--- src/rtl/gpio_bus_arbiter.sv ---
// Two-requester arbiter onto a single-outstanding AXI4-Lite master port.
// Define GPIO_ARB_FIXED_PRIO_EN for fixed priority (requester 0 wins); default is round robin.
module gpio_bus_arbiter #(
  parameter int ADDR_W = 8
) (
  input  logic                  axi_aclk,
  input  logic                  axi_arst,
  input  logic [1:0]            r_req,
  input  logic [1:0]            r_we,
  input  logic [2*ADDR_W-1:0]   r_addr,
  input  logic [63:0]           r_wdata,
  output logic [1:0]            r_ack,
  output logic [31:0]           r_rdata,
  output logic                  M_AXI_AWVALID,
  output logic [31:0]           M_AXI_AWADDR,
  input  logic                  M_AXI_AWREADY,
  output logic                  M_AXI_WVALID,
  output logic [31:0]           M_AXI_WDATA,
  input  logic                  M_AXI_WREADY,
  input  logic                  M_AXI_BVALID,
  output logic                  M_AXI_BREADY,
  output logic                  M_AXI_ARVALID,
  output logic [31:0]           M_AXI_ARADDR,
  input  logic                  M_AXI_ARREADY,
  input  logic                  M_AXI_RVALID,
  input  logic [31:0]           M_AXI_RDATA,
  output logic                  M_AXI_RREADY
);

  localparam logic [2:0] IDLE    = 3'd0;
  localparam logic [2:0] WR      = 3'd1;
  localparam logic [2:0] WR_RESP = 3'd2;
  localparam logic [2:0] RD_ADDR = 3'd3;
  localparam logic [2:0] RD_DATA = 3'd4;
  localparam logic [2:0] ACK     = 3'd5;

  logic [2:0]        state_q, state_d;
  logic              grant_q, grant_d;
  logic [ADDR_W-1:0] addr_q, addr_d;
  logic [31:0]       wdata_q, wdata_d;
  logic [31:0]       rdata_q, rdata_d;
  logic              aw_done_q, aw_done_d;
  logic              w_done_q, w_done_d;
  logic              pick;
  logic              aw_hs, w_hs;

`ifdef GPIO_ARB_FIXED_PRIO_EN
  assign pick = ~r_req[0];
`else
  // last_q holds the index granted most recently; the other requester wins a tie.
  logic last_q, last_d;
  assign pick = (r_req == 2'b11) ? ~last_q : r_req[1];
`endif

  assign aw_hs = M_AXI_AWVALID & M_AXI_AWREADY;
  assign w_hs  = M_AXI_WVALID & M_AXI_WREADY;

  always_comb begin
    // NOTE: every variable gets a default before the case so no path leaves it unassigned (no latch).
    state_d   = state_q;
    grant_d   = grant_q;
    addr_d    = addr_q;
    wdata_d   = wdata_q;
    rdata_d   = rdata_q;
    aw_done_d = aw_done_q;
    w_done_d  = w_done_q;
`ifndef GPIO_ARB_FIXED_PRIO_EN
    last_d    = last_q;
`endif
    case (state_q)
      IDLE: begin
        if (|r_req) begin
          grant_d   = pick;
          addr_d    = pick ? r_addr[2*ADDR_W-1:ADDR_W] : r_addr[ADDR_W-1:0];
          wdata_d   = pick ? r_wdata[63:32] : r_wdata[31:0];
          aw_done_d = 1'b0;
          w_done_d  = 1'b0;
          state_d   = r_we[pick] ? WR : RD_ADDR;
        end
      end
      WR: begin
        if (aw_hs) aw_done_d = 1'b1;
        if (w_hs)  w_done_d  = 1'b1;
        if ((aw_done_q | aw_hs) && (w_done_q | w_hs)) state_d = WR_RESP;
      end
      WR_RESP: if (M_AXI_BVALID) state_d = ACK;
      RD_ADDR: if (M_AXI_ARREADY) state_d = RD_DATA;
      RD_DATA: begin
        if (M_AXI_RVALID) begin
          rdata_d = M_AXI_RDATA;
          state_d = ACK;
        end
      end
      ACK: begin
`ifndef GPIO_ARB_FIXED_PRIO_EN
        last_d  = grant_q;
`endif
        state_d = IDLE;
      end
      default: state_d = IDLE;
    endcase
  end

  always_ff @(posedge axi_aclk) begin
    // NOTE: state uses non-blocking assignments so every register samples pre-edge values.
    if (axi_arst) begin
      state_q   <= IDLE;
      grant_q   <= 1'b0;
      addr_q    <= '0;
      wdata_q   <= '0;
      rdata_q   <= '0;
      aw_done_q <= 1'b0;
      w_done_q  <= 1'b0;
`ifndef GPIO_ARB_FIXED_PRIO_EN
      last_q    <= 1'b1;
`endif
    end else begin
      state_q   <= state_d;
      grant_q   <= grant_d;
      addr_q    <= addr_d;
      wdata_q   <= wdata_d;
      rdata_q   <= rdata_d;
      aw_done_q <= aw_done_d;
      w_done_q  <= w_done_d;
`ifndef GPIO_ARB_FIXED_PRIO_EN
      last_q    <= last_d;
`endif
    end
  end

  assign M_AXI_AWVALID = (state_q == WR) & ~aw_done_q;
  assign M_AXI_WVALID  = (state_q == WR) & ~w_done_q;
  assign M_AXI_AWADDR  = {{(32-ADDR_W){1'b0}}, addr_q};
  assign M_AXI_ARADDR  = {{(32-ADDR_W){1'b0}}, addr_q};
  assign M_AXI_WDATA   = wdata_q;
  assign M_AXI_BREADY  = (state_q == WR_RESP);
  assign M_AXI_ARVALID = (state_q == RD_ADDR);
  assign M_AXI_RREADY  = (state_q == RD_DATA);
  assign r_ack         = (state_q == ACK) ? (grant_q ? 2'b10 : 2'b01) : 2'b00;
  assign r_rdata       = rdata_q;

endmodule

--- config.mk ---
export PLATFORM = sky130hd
export DESIGN_NAME = gpio_bus_arbiter
export DESIGN_NICKNAME = d
export VERILOG_FILES = /design/src/rtl/gpio_bus_arbiter.sv
export SDC_FILE = /design/constraint.sdc
export NUM_CORES = 1
export LEC_CHECK = 0
export ABC_AREA = 1
export ABC_CLOCK_PERIOD_IN_PS = 1200
export BUFFER_PORTS_ARGS = -buffer_cell sky130_fd_sc_hd__buf_2
export CAP_MARGIN = 20
export CORE_MARGIN = 4
export CORE_UTILIZATION = 32
export CTS_CLUSTER_DIAMETER = 80
export DETAILED_ROUTE_END_ITERATION = 10
export PLACE_DENSITY = 0.66
export SLEW_MARGIN = 20
export SYNTH_ARGS = -nofsm -noshare
export SYNTH_HDL_FRONTEND = slang
export SYNTH_SLANG_ARGS = --single-unit
--- constraint.sdc ---
create_clock -name axi_aclk -period 1.2 [get_ports axi_aclk]
set_input_delay 0.12 -clock axi_aclk [delete_from_list [all_inputs] [get_ports axi_aclk]]
set_output_delay 0.12 -clock axi_aclk [all_outputs]
set_load 0.01 [all_outputs]
==> results.ini <==
[outcome]
status=finished with violations
violations=negative setup slack

[timing]
setup_violations=82
fin_hold_ws_ns=0.04467
fin_crit_sh_pct=122.8
layout_setup_ws_ns=-0.2733
period_minus_slack_ns=1.473
hold_viol=0
rsz0062_at_grt=yes
max_freq_ghz=0.6787
slew_violations=0
finClkSkew_ns=0.003641

[critical_path]
cp_max_fo=4
reg2regPathDepth=8
rrSetupSlack_ns=-0.27
startpoint_type=register
r2r-start=state_q[0]
reg2reg_to=r_rdata[12]
worstPathRequired_ns=1.08
crit_arrival_ns=1.35
critPathCaptureType=output port
setup.worst_path.class=reg -> out

[cts]
htree_levels=3
path_clk_slew_ns=0.06
cts.path.max_buffers=2
root_buffer=clkbuf_16
cts_buffers=9
cts_tree=done
clock-sinks=79
worst_skew_pair.late_latency_ns=0.34

[min_path]
hold_end=w_done_q
hp-class=in -> reg
hold_start=M_AXI_WREADY
holdPathStages=3

[routing]
top_layer_used=met4
first_pass_iters=4
drtIter0Drc=170
wl_met2_mm=6.258
wirelength_mm=12.65
post_drt_wl_per_cell_um=13.07
wl_met3_mm=1.282
drcViolationCount=0
vias=4273
wl_met1_mm=5.019
ant_nets=0
viasPerCell=4.414

[synth]
synth_top_flop_cell=dfxtp_1
seq_area_frac_synth_pct=38.74
ys_types=27
ys.warnings.count=0
synth_enable_flop_cells=0
syn_inst=581
syn_area_per_cell_um2=7.027
async_reset_ff_share_pct=0
yosysTopAreaCellShare_pct=38.74
synthTopCellsByCount=nand2_1, nand3_1, dfxtp_1
synth.most_common_cell=nand2_1
ys_ff_latch=79
synth_top_cell_by_area=dfxtp_1
syn-cell-area_mm2=0.004083
synth_top_cells_by_area=dfxtp_1, nand3_1, nand2_1, buf_4, inv_1

[global_route]
grt_pass1_wl_mm=19.22
antenna_found_initial=0
grtUsageTotal_pct=16.49
grt_pass1_vias=3976
grt_max_degree=29
gr-total-overflow=0

[final_layout]
syn_to_final_growth_pct=42.54
nets=919
design_area_mm2=0.005819
antenna_cells=0
instances_no_fill=968
drive_gt1_share_pct=38.00

[die]
num_rows=40
die_y_um=121.0
initial_core_util_pct=33.30
core-area_mm2=0.01226
die_area_mm2=0.01463
dieWidth_um=121.0
io_pins=258

[place]
gp_congestion=0.8146
dp_hpwl_mm=9.184
dpl_cell_area_mm2=0.005161
placed_cells=942
portBuffers=209

[power]
ir_drop_mv=0.9854
p_leak_nw=3.079
p_per_area_mw_per_mm2=1861
total_power_mw=10.83

[run]
cap_violations=0

==> layer usage <==
metal | track usage, % | vias up
met2 | 28.76 | 179
met3 | 6.900 | 6
met5 | 0 | -
met4 | 3.541 | 0
met1 | 18.78 | 1891
li1 | - | 2197
==> cell families after synthesis <==
kind of cell    synth area share, %
simple gates                  29.88
buf+inv                       20.90
compound gates                10.39
flops                         38.74
other cells                 0.09185
==> worst max-delay path, stage by stage (launching register included) <==
cell and delay (ns):
dfxtp_4 0.35, nor2_2 0.12, inv_2 0.07, buf_4 0.15, nor2_8 0.09, buf_6 0.11
buf_2 0.12
==> metrics by stage <==
| stage | utilization, % | TNS (ns) | setup WS, ns |
|---|---|---|---|
| after CTS | 46.89 | -7.589 | -0.2817 |
| after floorplan | - | 0 | 0.01738 |
| after global placement | 42.09 | -3.441 | -0.08348 |
| final | 47.46 | -8.989 | -0.2733 |
| after global routing | 47.46 | -15.79 | -0.3451 |
| after detailed placement | 42.09 | -5.868 | -0.1343 |
==> state kept, by name, summed over array words and instances, names as in the netlist <==
name	cells
r_rdata	32
aw_done_q	1
M_AXI_WDATA	32
last_q	1
w_done_q	1
state_q	3
grant_q	1
addr_q	8
==> timing repair <==
item,CTS,global route
resized for setup,34,26
cloned,3,0
endpoints found under the setup margin,85,84
hold buffers,0,0
pin swaps,9,9
setup buffers,8,1
hold endpoints to repair,0,0
==> layout by cell type (no fill, tap or decap), types with 2 or more instances in the layout <==
master and count:
dfxtp_1 75, buf_2 207, buf_8 2, nand2_1 118, nand2_8 2, buf_4 27
nand2_2 5, buf_12 6, inv_1 47, conb_1 48, nand3_1 118, inv_2 7
o21ai_1 33, a21oi_2 5, nor2_1 12, bufbuf_16 2, bufinv_16 4, nor2_4 3
nor2_2 4, dfxtp_2 3, o21ai_0 11, a21oi_1 32, nand2_4 2, buf_6 7
nand3_2 2, clkbuf_16 9
==> how the worst max path moves through the flow <==
stage | startpoint | depth (start not counted) | to | slack [ns]
final | state_q[0] | 6 | M_AXI_RREADY | -0.27
after detailed placement | state_q[0] | 7 | r_rdata[3] | -0.13
after CTS | state_q[1] | 6 | M_AXI_RREADY | -0.28
after floorplan | state_q[2] | 6 | r_rdata[0] | 0.02
after global placement | state_q[0] | 7 | r_rdata[10] | -0.08
after global routing | state_q[0] | 6 | M_AXI_RREADY | -0.35
==> report_power, final <==
group	internal, mW	switching, mW	total (mW)
sequential	3.14	0.290	3.43
combinational	1.82	2.27	4.09
clock	2.23	1.08	3.31
total	7.19	3.64	10.8
==> cell type report <==
class | count | area [um^2]
multi-input cells | 400 | 1919
fillers | 1247 | 6442
clock inverters | 6 | 133.9
inverters | 55 | 209.0
repair buffers | 251 | 1533
flip-flops and latches | 79 | 1589
clock buffers | 9 | 225.2
well taps | 168 | 210.2
Note: power is estimated with default switching activity, not from simulation.
